## config.mk

```make
export PLATFORM = sky130hd
export DESIGN_NAME = axis_load_sequencer
export DESIGN_NICKNAME = d
export VERILOG_FILES = /design/src/rtl/axis_load_sequencer.sv
export SDC_FILE = /design/constraint.sdc
export NUM_CORES = 1
export LEC_CHECK = 0
export BUFFER_PORTS_ARGS = -buffer_cell sky130_fd_sc_hd__buf_2
export CAP_MARGIN = 25
export CORE_AREA = 2 2 226 228
export CTS_CLUSTER_SIZE = 16
export DETAILED_ROUTE_END_ITERATION = 8
export DIE_AREA = 0 0 228 230
export HOLD_SLACK_MARGIN = 0.06
export PLACE_DENSITY = 0.43
export SETUP_SLACK_MARGIN = 0.4
export SLEW_MARGIN = 20
export SYNTH_ARGS = -nofsm -noshare
export SYNTH_HDL_FRONTEND = slang
export SYNTH_SLANG_ARGS = --single-unit
export TNS_END_PERCENT = 30
```

## constraint.sdc

```tcl
create_clock -name clk -period 2.8 [get_ports clk]
set_clock_uncertainty 0.15 [all_clocks]
set_input_delay 0.14 -clock clk [delete_from_list [all_inputs] [get_ports clk]]
set_output_delay 0.14 -clock clk [all_outputs]
set_load 0.01 [all_outputs]
```

## src/rtl/axis_load_sequencer.sv

```systemverilog
// Channel-load sequencer: walks a channel mask in ascending order, drives a one-hot
// select to the AXIS selector and passes beat_count beats per channel, gating while the select settles.
module axis_load_sequencer #(
  parameter int NUM_CH = 16,
  parameter int DATA_W = 256,
  parameter int BEAT_W = 16,
  parameter int SETTLE = 2
) (
  input  logic              clk,
  input  logic              resetn,
  input  logic              start,
  input  logic              abort,
  input  logic [NUM_CH-1:0] chan_mask,
  input  logic [BEAT_W-1:0] beat_count,
  output logic              busy,
  output logic              done,
  output logic              aborted,
  output logic [3:0]        active_chan,
  output logic [NUM_CH-1:0] channel_select,
  input  logic [DATA_W-1:0] s_axis_tdata,
  input  logic              s_axis_tvalid,
  output logic              s_axis_tready,
  output logic [DATA_W-1:0] m_axis_tdata,
  output logic              m_axis_tvalid,
  input  logic              m_axis_tready
);
  localparam int SET_W = (SETTLE > 1) ? $clog2(SETTLE) : 1;
  localparam logic [SET_W-1:0] SETTLE_LAST = SET_W'(SETTLE - 1);

  typedef enum logic [2:0] {
    S_IDLE   = 3'd0,
    S_SELECT = 3'd1,
    S_STREAM = 3'd2,
    S_NEXT   = 3'd3,
    S_DONE   = 3'd4
  } state_t;

  state_t            state_q;
  logic [NUM_CH-1:0] remaining_q;
  logic [NUM_CH-1:0] channel_select_q;
  logic [BEAT_W-1:0] beat_count_q;
  logic [BEAT_W-1:0] beat_cnt_q;
  logic [SET_W-1:0]  settle_cnt_q;
  logic              busy_q;
  logic              done_q;
  logic              aborted_q;
  logic [3:0]        active_chan_q;

  logic              stream_s;
  logic              beat_s;
  logic              last_beat_s;
  logic              start_empty_s;
  logic [NUM_CH-1:0] remaining_d;
  logic [3:0]        first_chan_d;
  logic [3:0]        next_chan_d;

  function automatic logic [3:0] lowest_set(input logic [NUM_CH-1:0] m);
    logic [3:0] idx;
    idx = 4'd0;
    for (int i = NUM_CH - 1; i >= 0; i--) begin
      if (m[i]) idx = 4'(i);
    end
    return idx;
  endfunction

  function automatic logic [NUM_CH-1:0] one_hot(input logic [3:0] idx);
    logic [NUM_CH-1:0] v;
    v = {NUM_CH{1'b0}};
    v[idx] = 1'b1;
    return v;
  endfunction

  // The stream only flows in STREAM; every other state holds both handshake sides low
  assign stream_s      = (state_q == S_STREAM);
  assign m_axis_tdata  = s_axis_tdata;
  assign m_axis_tvalid = stream_s & s_axis_tvalid;
  assign s_axis_tready = stream_s & m_axis_tready;
  assign beat_s        = m_axis_tvalid & m_axis_tready;
  assign last_beat_s   = beat_s & (beat_cnt_q == (beat_count_q - {{(BEAT_W-1){1'b0}}, 1'b1}));

  assign start_empty_s = (chan_mask == {NUM_CH{1'b0}}) | (beat_count == {BEAT_W{1'b0}});
  assign first_chan_d  = lowest_set(chan_mask);
  assign next_chan_d   = lowest_set(remaining_q);
  assign remaining_d   = remaining_q & ~channel_select_q;

  assign busy           = busy_q;
  assign done           = done_q;
  assign aborted        = aborted_q;
  assign active_chan    = active_chan_q;
  assign channel_select = channel_select_q;

  // Sequencer FSM with registered status and select outputs
  always_ff @(posedge clk or negedge resetn) begin
    if (!resetn) begin
      state_q          <= S_IDLE;
      remaining_q      <= {NUM_CH{1'b0}};
      channel_select_q <= {NUM_CH{1'b0}};
      beat_count_q     <= {BEAT_W{1'b0}};
      beat_cnt_q       <= {BEAT_W{1'b0}};
      settle_cnt_q     <= {SET_W{1'b0}};
      busy_q           <= 1'b0;
      done_q           <= 1'b0;
      aborted_q        <= 1'b0;
      active_chan_q    <= 4'd0;
    end else begin
      done_q <= 1'b0;
      case (state_q)
        S_IDLE: begin
          // abort wins over a simultaneous start
          if (start && !abort) begin
            busy_q <= 1'b1;
            if (start_empty_s) begin
              state_q   <= S_DONE;
              done_q    <= 1'b1;
              aborted_q <= 1'b0;
            end else begin
              remaining_q      <= chan_mask;
              beat_count_q     <= beat_count;
              active_chan_q    <= first_chan_d;
              channel_select_q <= one_hot(first_chan_d);
              settle_cnt_q     <= {SET_W{1'b0}};
              state_q          <= S_SELECT;
            end
          end
        end
        S_SELECT: begin
          if (abort) begin
            state_q   <= S_DONE;
            done_q    <= 1'b1;
            aborted_q <= 1'b1;
          end else if (settle_cnt_q == SETTLE_LAST) begin
            beat_cnt_q <= {BEAT_W{1'b0}};
            state_q    <= S_STREAM;
          end else begin
            settle_cnt_q <= settle_cnt_q + {{(SET_W-1){1'b0}}, 1'b1};
          end
        end
        S_STREAM: begin
          if (beat_s) begin
            beat_cnt_q <= beat_cnt_q + {{(BEAT_W-1){1'b0}}, 1'b1};
          end
          if (abort) begin
            state_q   <= S_DONE;
            done_q    <= 1'b1;
            aborted_q <= 1'b1;
          end else if (last_beat_s) begin
            remaining_q <= remaining_d;
            state_q     <= S_NEXT;
          end
        end
        S_NEXT: begin
          if (abort) begin
            state_q   <= S_DONE;
            done_q    <= 1'b1;
            aborted_q <= 1'b1;
          end else if (remaining_q == {NUM_CH{1'b0}}) begin
            state_q   <= S_DONE;
            done_q    <= 1'b1;
            aborted_q <= 1'b0;
          end else begin
            active_chan_q    <= next_chan_d;
            channel_select_q <= one_hot(next_chan_d);
            settle_cnt_q     <= {SET_W{1'b0}};
            state_q          <= S_SELECT;
          end
        end
        S_DONE: begin
          state_q          <= S_IDLE;
          busy_q           <= 1'b0;
          aborted_q        <= 1'b0;
          channel_select_q <= {NUM_CH{1'b0}};
          active_chan_q    <= 4'd0;
        end
        default: begin
          state_q          <= S_IDLE;
          busy_q           <= 1'b0;
          aborted_q        <= 1'b0;
          channel_select_q <= {NUM_CH{1'b0}};
          active_chan_q    <= 4'd0;
        end
      endcase
    end
  end
endmodule
```

==> impl_metrics.json, run 1 <==
{
  "status": "complete, but fails checks",
  "violations": "negative setup slack",
  "dpl_worst_slack_ns": -0.1588,
  "ys_ff_latch": 75,
  "power.total_uw": 6198,
  "routed_wl_um": 22150,
  "insertion_delay_ns": 0.35,
  "synth_edf_count": 0,
  "grt_remaining_overflow": 0,
  "end_kind": "register",
  "maxCapViolCount": 0,
  "drt-initial-drc-count": 364,
  "finalCriticalPeriod_ns": 2.818,
  "drive_gt1_frac": 0.2994,
  "setup_tns_ns": -0.04739,
  "track_usage": 0.08191,
  "p_clk_frac": 0.187,
  "path_clk_slew_ns": 0.07,
  "hold_viol_final": 0,
  "p_seq_frac": 0.330,
  "nFillCells": 5763,
  "grt_pass1_wl_um": 31980,
  "start_util": 0.1277,
  "antenna_found_initial": 4,
  "clock-root-buffer": "clkbuf_16",
  "dieArea_um2": 52440,
  "dr.pass1.iters": 5,
  "path_class": "register to register",
  "ys_seq_area_frac": 0.2948,
  "setup_viol": 3,
  "mostFrequentLayoutCell": "dfrtp_1",
  "final_area_um2": 6814,
  "cp.required_ns": 2.87,
  "period_share": 1.006,
  "ir_drop_uv": 318.9,
  "fp.dieW_um": 228,
  "cp.arrival_ns": 2.89,
  "ys.flop_type": "dfrtp_1",
  "synth_cell_type_count": 60,
  "fmax_mhz": 354.9,
  "htree_levels": 3,
  "min_path_type": "primary input to register",
  "wl_per_cell_um": 17.02,
  "power.internal_uw": 3558,
  "syn_area_um2": 6367,
  "via_per_inst": 3.668,
  "drc": 0,
  "cts_buffers": 9,
  "rows": 82,
  "max-slew-margin-rel": 0.5752,
  "grt_pass1_vias": 4722,
  "portBuffers": 62,
  "syn_nets": 1036,
  "grt_max_degree": 39,
  "worst_pin_slew_ns": 0.6305,
  "worst_slack_ns": -0.01752,
  "syn_area_per_cell_um2": 8.605,
  "crit_path_start_kind": "register",
  "final_cell_mix": "dfrtp_1, nor2_1, buf_2, buf_4, dlygate4sd3_1",
  "place_area_um2": 5913,
  "cts_tree": "done",
  "area_growth_pct": 7.015,
  "cts.sinks": 75,
  "cts_buffer_depth": 2,
  "p_leak_uw": 0.002594,
  "synth_warnings": 0,
  "switching_share": 0.4259,
  "post-dp-hpwl_um": 17140,
  "cellPowerDensity_nw_per_um2": 909.6,
  "num_io_pins": 575,
  "vias": 4772,
  "p_switching_uw": 2640,
  "p_comb_frac": 0.483,
  "gp_congestion": 0.8230,
  "slew_viol_final": 0,
  "async_flop_share": 1.000,
  "worstPathMaxFanout": 8,
  "grt_setup_unrepaired": "true",
  "ant_nets": 0,
  "core_um2": 49860,
  "die_h_um": 230,
  "netlist_instances": 740,
  "num-nets-final": 919
}
[area by class of cell]
type,count,area (µm²),share of cell area
diodes,1,2.502,0.0003672
clock buffers,10,239.0,0.03507
clock inverters,6,48.80,0.007161
inverters,10,37.54,0.005509
multi-input cells,379,2689,0.3946
flip-flops and latches,75,1877,0.2754
well taps,672,840.8,0.1234
repair buffers,148,1080,0.1585
[logic make-up (layout without fill, tap and decap cells)]
group / after synthesis / count (layout) / synth area share
other: 0 / 1 / 0
buffers and inverters: 287 / 174 / 0.3221
DFF: 75 / 75 / 0.2948
adders and majority gates: 2 / 2 / 0.003929
AOI/OAI and AO/OA: 117 / 118 / 0.1311
muxes: 17 / 17 / 0.02948
and+or+nand+nor: 210 / 210 / 0.1747
xor gates and xnor gates: 32 / 32 / 0.04402
[worst paths after layout]
check / from / endpoint / slack (ns) / cells after the start
hold reg to reg: settle_cnt_q / settle_cnt_q / 0.38 / 2
setup / recovery: beat_count_q[0] / remaining_q[11] / -0.02 / 10
min in group asynchronous: resetn / channel_select[3] / 0.23 / 2
max in group asynchronous: resetn / remaining_q[9] / 1.57 / 3
setup reg to reg: beat_count_q[0] / remaining_q[11] / -0.02 / 10
hold / removal: chan_mask[0] / remaining_q[0] / 0.09 / 3
[sequential cells by signal, summed over array words and instances, names as in the netlist]
name / count
settle_cnt_q: 1
state_q: 3
active_chan: 4
remaining_q: 16
channel_select: 16
done: 1
aborted: 1
busy: 1
beat_cnt_q: 16
beat_count_q: 16
[cells in the mapped netlist (10+ instances only)]
master	number	area, µm²
a21oi_1	34	170.2
a221o_1	18	180.2
buf_4	256	1922
clkbuf_1	16	60.06
dfrtp_1	75	1877
inv_1	10	37.54
mux2_2	14	157.7
nand2_1	31	116.4
nand3_1	11	55.05
nor2_1	66	247.7
nor3_1	20	100.1
nor3b_1	14	105.1
nor4_1	15	93.84
o21ai_0	12	60.06
xnor2_1	13	113.9
xor2_1	19	166.4
[routing by layer]
layer  wire length [µm]  vias to the layer above  track usage
met1               8615                     2277      0.09320
met3               2387                      105      0.04105
li1                   -                     2088            -
met4               1067                        6      0.04146
met2              10040                      296       0.1262
met5                 41                        -     0.001838
[worst max-delay path, stage by stage (launching register included)]
cell and delay, ns:
dfrtp_1 0.39, buf_4 0.16, nor3_4 0.22, buf_6 0.14, xnor2_1 0.11, nor2_1 0.06
a311o_1 0.38, a221oi_4 0.34, buf_6 0.18, a31oi_4 0.18, a221o_1 0.39
[power by group through the flow]
stage	logic, µW	clock network (µW)	registers (µW)
finish	2990	1160	2040
global placement	2690	0	2020
floorplan	1920	0	1950
detailed placement	2700	0	2010
CTS	2810	1200	2020
global route	3270	1240	2100
[through the flow]
step,cells,utilization,hold WS (ns)
floorplan,740,-,-0.3056
finish,1301,0.1367,0.08649
global placement,1244,0.1186,0.01993
CTS,1296,0.1329,0.06513
detailed placement,1244,0.1186,0.02141
global route,1300,0.1366,0.08682
[timing repair]
| action | CTS | global route |
|---|---|---|
| pin swaps | 13 | 17 |
| resized for setup | 17 | 27 |
| endpoints found under the setup margin | 53 | 53 |
| hold buffers | 33 | 0 |
| hold endpoints to repair | 68 | 0 |
| setup buffers | 2 | 3 |
| gates cloned | 1 | 0 |
(Power assumes the default switching activity.)
==> run 2: changes to the inputs <==
Settings changed: PLACE_DENSITY 0.43 to default.
==> impl_metrics.json, run 2 (synthesis results as in run 1) <==
{
  "status": "finished, final reports clean",
  "dr.pass1.iters": 6,
  "final_util": 0.1387,
  "routed_wl_um": 23020,
  "core_um2": 49860,
  "cts.sinks": 75,
  "final-seq-area_um2": 1878,
  "dieArea_um2": 52440,
  "setup_tns_ns": 0,
  "clock-root-buffer": "clkbuf_16",
  "cp_num_buf_inv": 1,
  "period_share": 0.9851,
  "portBuffers": 62,
  "cp.required_ns": 2.88,
  "cts_buffer_depth": 2,
  "drt-initial-drc-count": 305,
  "slowest_stage": "dfrtp_2",
  "cellPowerDensity_nw_per_um2": 907.9,
  "max-slew-margin-rel": 0.3335,
  "placed_cells_incl_taps": 1239,
  "antenna_found_initial": 10,
  "start_util": 0.1277,
  "grt_pass1_vias": 4877,
  "track_usage": 0.08467,
  "num_io_pins": 575,
  "crit_family": "simple AND/OR/NAND/NOR gates",
  "path_clk_slew_ns": 0.06,
  "final_cell_mix": "dfrtp_1, buf_2, nor2_1, buf_4, dlygate4sd3_1",
  "cts_buffers": 9,
  "grt_pass1_wl_um": 33030,
  "drc": 0,
  "min_path_type": "primary input to asynchronous set/reset pin",
  "crit_path_start_kind": "register",
  "grt_remaining_overflow": 0,
  "end_kind": "register",
  "wl_per_cell_um": 17.70,
  "cts_tree": "done",
  "mostFrequentLayoutCell": "dfrtp_1",
  "cp.arrival_ns": 2.84,
  "stdcell_count": 1301,
  "grt_max_degree": 76,
  "fmax_mhz": 362.5,
  "slew_viol_final": 0,
  "maxCapViolCount": 0,
  "htree_levels": 3,
  "cp_cell_sequence": "nor3b_4, nand3_2, a2111o_1, or4_4, nor4_4, buf_6, a31oi_4, a221o_1",
  "worst_pin_slew_ns": 0.9966,
  "ant_nets": 0,
  "insertion_delay_ns": 0.35,
  "cp_slowest_stage_delay_ns": 0.44,
  "via_per_inst": 3.733,
  "path_class": "register to register",
  "die_h_um": 230,
  "area_growth_pct": 8.587,
  "p_leak_uw": 0.002628,
  "nFillCells": 5715,
  "post-dp-hpwl_um": 18070,
  "fp.dieW_um": 228,
  "final_area_um2": 6914,
  "place_area_um2": 5871,
  "ir_drop_uv": 771.8,
  "multiInputGateArea_um2": 2743,
  "rows": 82,
  "worstPathMaxFanout": 8,
  "hold_viol_final": 0,
  "grt_setup_unrepaired": "true",
  "setup_viol": 0,
  "num-nets-final": 918,
  "drive_gt1_frac": 0.3206,
  "finalCriticalPeriod_ns": 2.758,
  "vias": 4857,
  "gp_congestion": 0.8440
}
==> run 2: power by group <==
part | total [µW] | internal (µW) | switching [µW]
clock network | 1280 | 806 | 477
logic | 2970 | 1420 | 1550
registers | 2030 | 1510 | 512
total | 6280 | 3740 | 2540
==> run 2: path summary, 6_finish.rpt <==
| check | startpoint | to | slack (ns) | depth (start not counted) |
|---|---|---|---|---|
| hold reg to reg | busy | busy | 0.37 | 2 |
| setup reg to reg | state_q[2] | remaining_q[3] | 0.04 | 8 |
| hold / removal | resetn | active_chan[1] | 0.07 | 2 |
| min in group clk | chan_mask[0] | channel_select[1] | 0.08 | 4 |
| max in group asynchronous | resetn | state_q[2] | 1.85 | 3 |
| setup / recovery | state_q[2] | remaining_q[3] | 0.04 | 8 |
==> run 2: what timing repair did <==
| action | 4_1_cts | 5_1_grt |
|---|---|---|
| cloned | 1 | 0 |
| setup buffers | 3 | 5 |
| endpoints found under the setup margin | 48 | 57 |
| hold buffers | 34 | 0 |
| gates resized for setup | 40 | 20 |
| endpoints found under the hold margin | 108 | 0 |
| pin swaps | 23 | 16 |
==> run 2: worst reg2reg max path: cells and delay by family (launching register included) <==
family | cells | cell delay (ns)
simple gates | 4 | 0.94
compound gates | 3 | 0.94
flops | 1 | 0.44
buf+inv | 1 | 0.17
==> run 2: area by class of cell <==
class	count	area share
Sequential cell	75	0.2716
Multi-Input combinational cell	379	0.3967
Inverter	10	0.005429
Tap cell	672	0.1216
Clock buffer	10	0.03456
Clock inverter	6	0.01267
Antenna cell	2	0.0007239
Timing Repair Buffer	147	0.1567
==> run 2: layer usage <==
layer | track usage | vias up | part of all wire
li1 | - | 2089 | -
met1 | 0.08908 | 2281 | 0.36
met2 | 0.1380 | 370 | 0.46
met3 | 0.04601 | 113 | 0.13
met4 | 0.04044 | 4 | 0.051
met5 | 0.002757 | - | 0.0012
==> run 2: stage by stage <==
step	power, µW	hold WS [ns]	setup slack [ns]
after CTS	6201	0.06646	-0.08612
final	6277	0.06687	0.04170
after global placement	4557	0.1301	-0.1359
after global routing	6714	0.09847	-0.07260
after detailed placement	4593	0.1301	-0.1720
after floorplan	3872	-0.3056	-0.02739
==> run 3: changes to the inputs <==
Settings changed: PLACE_DENSITY from default to 0.47.
==> impl_metrics.json, run 3 (synthesis results as in run 1) <==
{
  "status": "finished, final reports clean",
  "path_class": "register to register",
  "p_switching_uw": 2590,
  "nFillCells": 5717,
  "area_growth_pct": 7.664,
  "p_comb_frac": 0.481,
  "via_per_inst": 3.715,
  "num-nets-final": 915,
  "hold_viol_final": 0,
  "die_h_um": 230,
  "dpl_worst_slack_ns": -0.1674,
  "ant_nets": 0,
  "start_util": 0.1277,
  "worst_pin_slew_ns": 0.9681,
  "period_share": 0.9885,
  "end_kind": "register",
  "drive_gt1_frac": 0.3157,
  "cts.sinks": 75,
  "htree_levels": 3,
  "place_area_um2": 5893,
  "finalCriticalPeriod_ns": 2.768,
  "cp.arrival_ns": 2.83,
  "worstPathMaxFanout": 8,
  "final-seq-area_um2": 1877,
  "fmax_mhz": 361.3,
  "p_clk_frac": 0.201,
  "clock-root-buffer": "clkbuf_16",
  "max-slew-margin-rel": 0.3525,
  "grt_remaining_overflow": 0,
  "insertion_delay_ns": 0.34,
  "rows": 82,
  "ir_drop_uv": 521.0,
  "vias": 4819,
  "dr.pass1.iters": 5,
  "switching_share": 0.4103,
  "reg2reg_depth": 10,
  "min_path_type": "primary input to register",
  "power.internal_uw": 3722,
  "final_util": 0.1375,
  "grt_max_degree": 76,
  "grt_setup_unrepaired": "true",
  "portBuffers": 62,
  "drc": 0,
  "dieArea_um2": 52440,
  "hold_path_depth": 4,
  "crit_path_start_kind": "register",
  "final_cell_mix": "dfrtp_1, buf_2, nor2_1, buf_4, dlygate4sd3_1",
  "setup_viol": 0,
  "grt_pass1_vias": 4751,
  "worst_slack_ns": 0.03217,
  "track_usage": 0.07979,
  "slew_viol_final": 0,
  "p_seq_frac": 0.318,
  "core_um2": 49860,
  "routed_wl_um": 22090,
  "cp.required_ns": 2.86,
  "wl_per_cell_um": 17.03,
  "multiInputGateArea_um2": 2736,
  "grt_pass1_wl_um": 31630,
  "mostFrequentLayoutCell": "dfrtp_1",
  "final_area_um2": 6855,
  "cellPowerDensity_nw_per_um2": 920.9,
  "cts_buffer_depth": 2,
  "gp_congestion": 0.8034,
  "drt-initial-drc-count": 315,
  "num_io_pins": 575,
  "p_leak_uw": 0.002600,
  "path_clk_slew_ns": 0.06,
  "maxCapViolCount": 0,
  "post-dp-hpwl_um": 17400,
  "fp.dieW_um": 228,
  "cts_tree": "done",
  "cts_buffers": 9,
  "antenna_found_initial": 4
}
[run 3: cell types whose count changed in the layout (fill, tap and decap cells not counted), moves of 2 or more]
cell / previous run / this run
buf_4: 46 / 41
buf_6: 4 / 9
nor2_1: 55 / 53
nor2_2: 5 / 3
nor2_4: 6 / 10
[run 3: layout make-up]
type | count | area share
Antenna cell | 1 | 0.0003650
Clock buffer | 9 | 0.03285
Clock inverter | 7 | 0.01332
Inverter | 10 | 0.005475
Multi-Input combinational cell | 379 | 0.3992
Sequential cell | 75 | 0.2738
Tap cell | 672 | 0.1227
Timing Repair Buffer | 144 | 0.1524
[run 3: worst max-delay path, stage by stage (launching register included)]
cell and delay, ns:
dfrtp_1 0.40, inv_2 0.09, ha_4 0.13, nor2b_4 0.14
buf_6 0.13, nand2_1 0.07, or4_4 0.50, a221oi_4 0.32
buf_6 0.18, a31oi_4 0.17, a221o_1 0.35
[run 3: power by group through the flow]
stage / combinational, µW / clock [µW] / sequential [µW]
4_1_cts: 2770 / 1310 / 1960
3_5_place_dp: 2650 / 0 / 1970
6_report: 3040 / 1270 / 2010
2_1_floorplan: 1920 / 0 / 1950
5_1_grt: 3310 / 1350 / 2080
3_3_place_gp: 2610 / 0 / 1970
[run 3: per-layer routing]
| layer | wire length, µm | share of wire | track usage | vias to the layer above |
|---|---|---|---|---|
| met5 | 14 | 0.00063 | 0.004596 | - |
| met4 | 1026 | 0.046 | 0.03595 | 2 |
| met3 | 2457 | 0.11 | 0.03671 | 105 |
| met2 | 10070 | 0.46 | 0.1266 | 347 |
| met1 | 8515 | 0.39 | 0.09133 | 2282 |
| li1 | - | - | - | 2083 |
[run 3: worst paths after layout]
check | from | endpoint | slack, ns
worst min register to register | beat_count_q[15] | beat_count_q[15] | 0.38
worst max-delay path | beat_count_q[0] | remaining_q[12] | 0.03
worst min-delay path | abort | state_q[2] | 0.12
worst max register to register | beat_count_q[0] | remaining_q[12] | 0.03
max in group asynchronous | resetn | beat_count_q[11] | 1.73
min in group asynchronous | resetn | channel_select[15] | 0.26
[run 3: per-stage QoR]
step                total power (µW)  TNS, ns  std cells  hold slack, ns
floorplan                       3872  -0.2735        740         -0.3056
global placement                4589   -2.225       1243          0.1301
detailed placement              4613   -2.514       1243          0.1301
CTS                             6035  -0.4358       1295          0.1092
global route                    6738   -1.070       1296          0.1285
finish                          6313        0       1297          0.1223
[run 3: repair_timing]
item / CTS / global route
resized for setup: 15 / 48
setup buffers: 2 / 1
endpoints found under the hold margin: 107 / 0
gates cloned: 1 / 0
endpoints found under the setup margin: 51 / 56
pin swaps: 11 / 28
hold buffers: 33 / 0
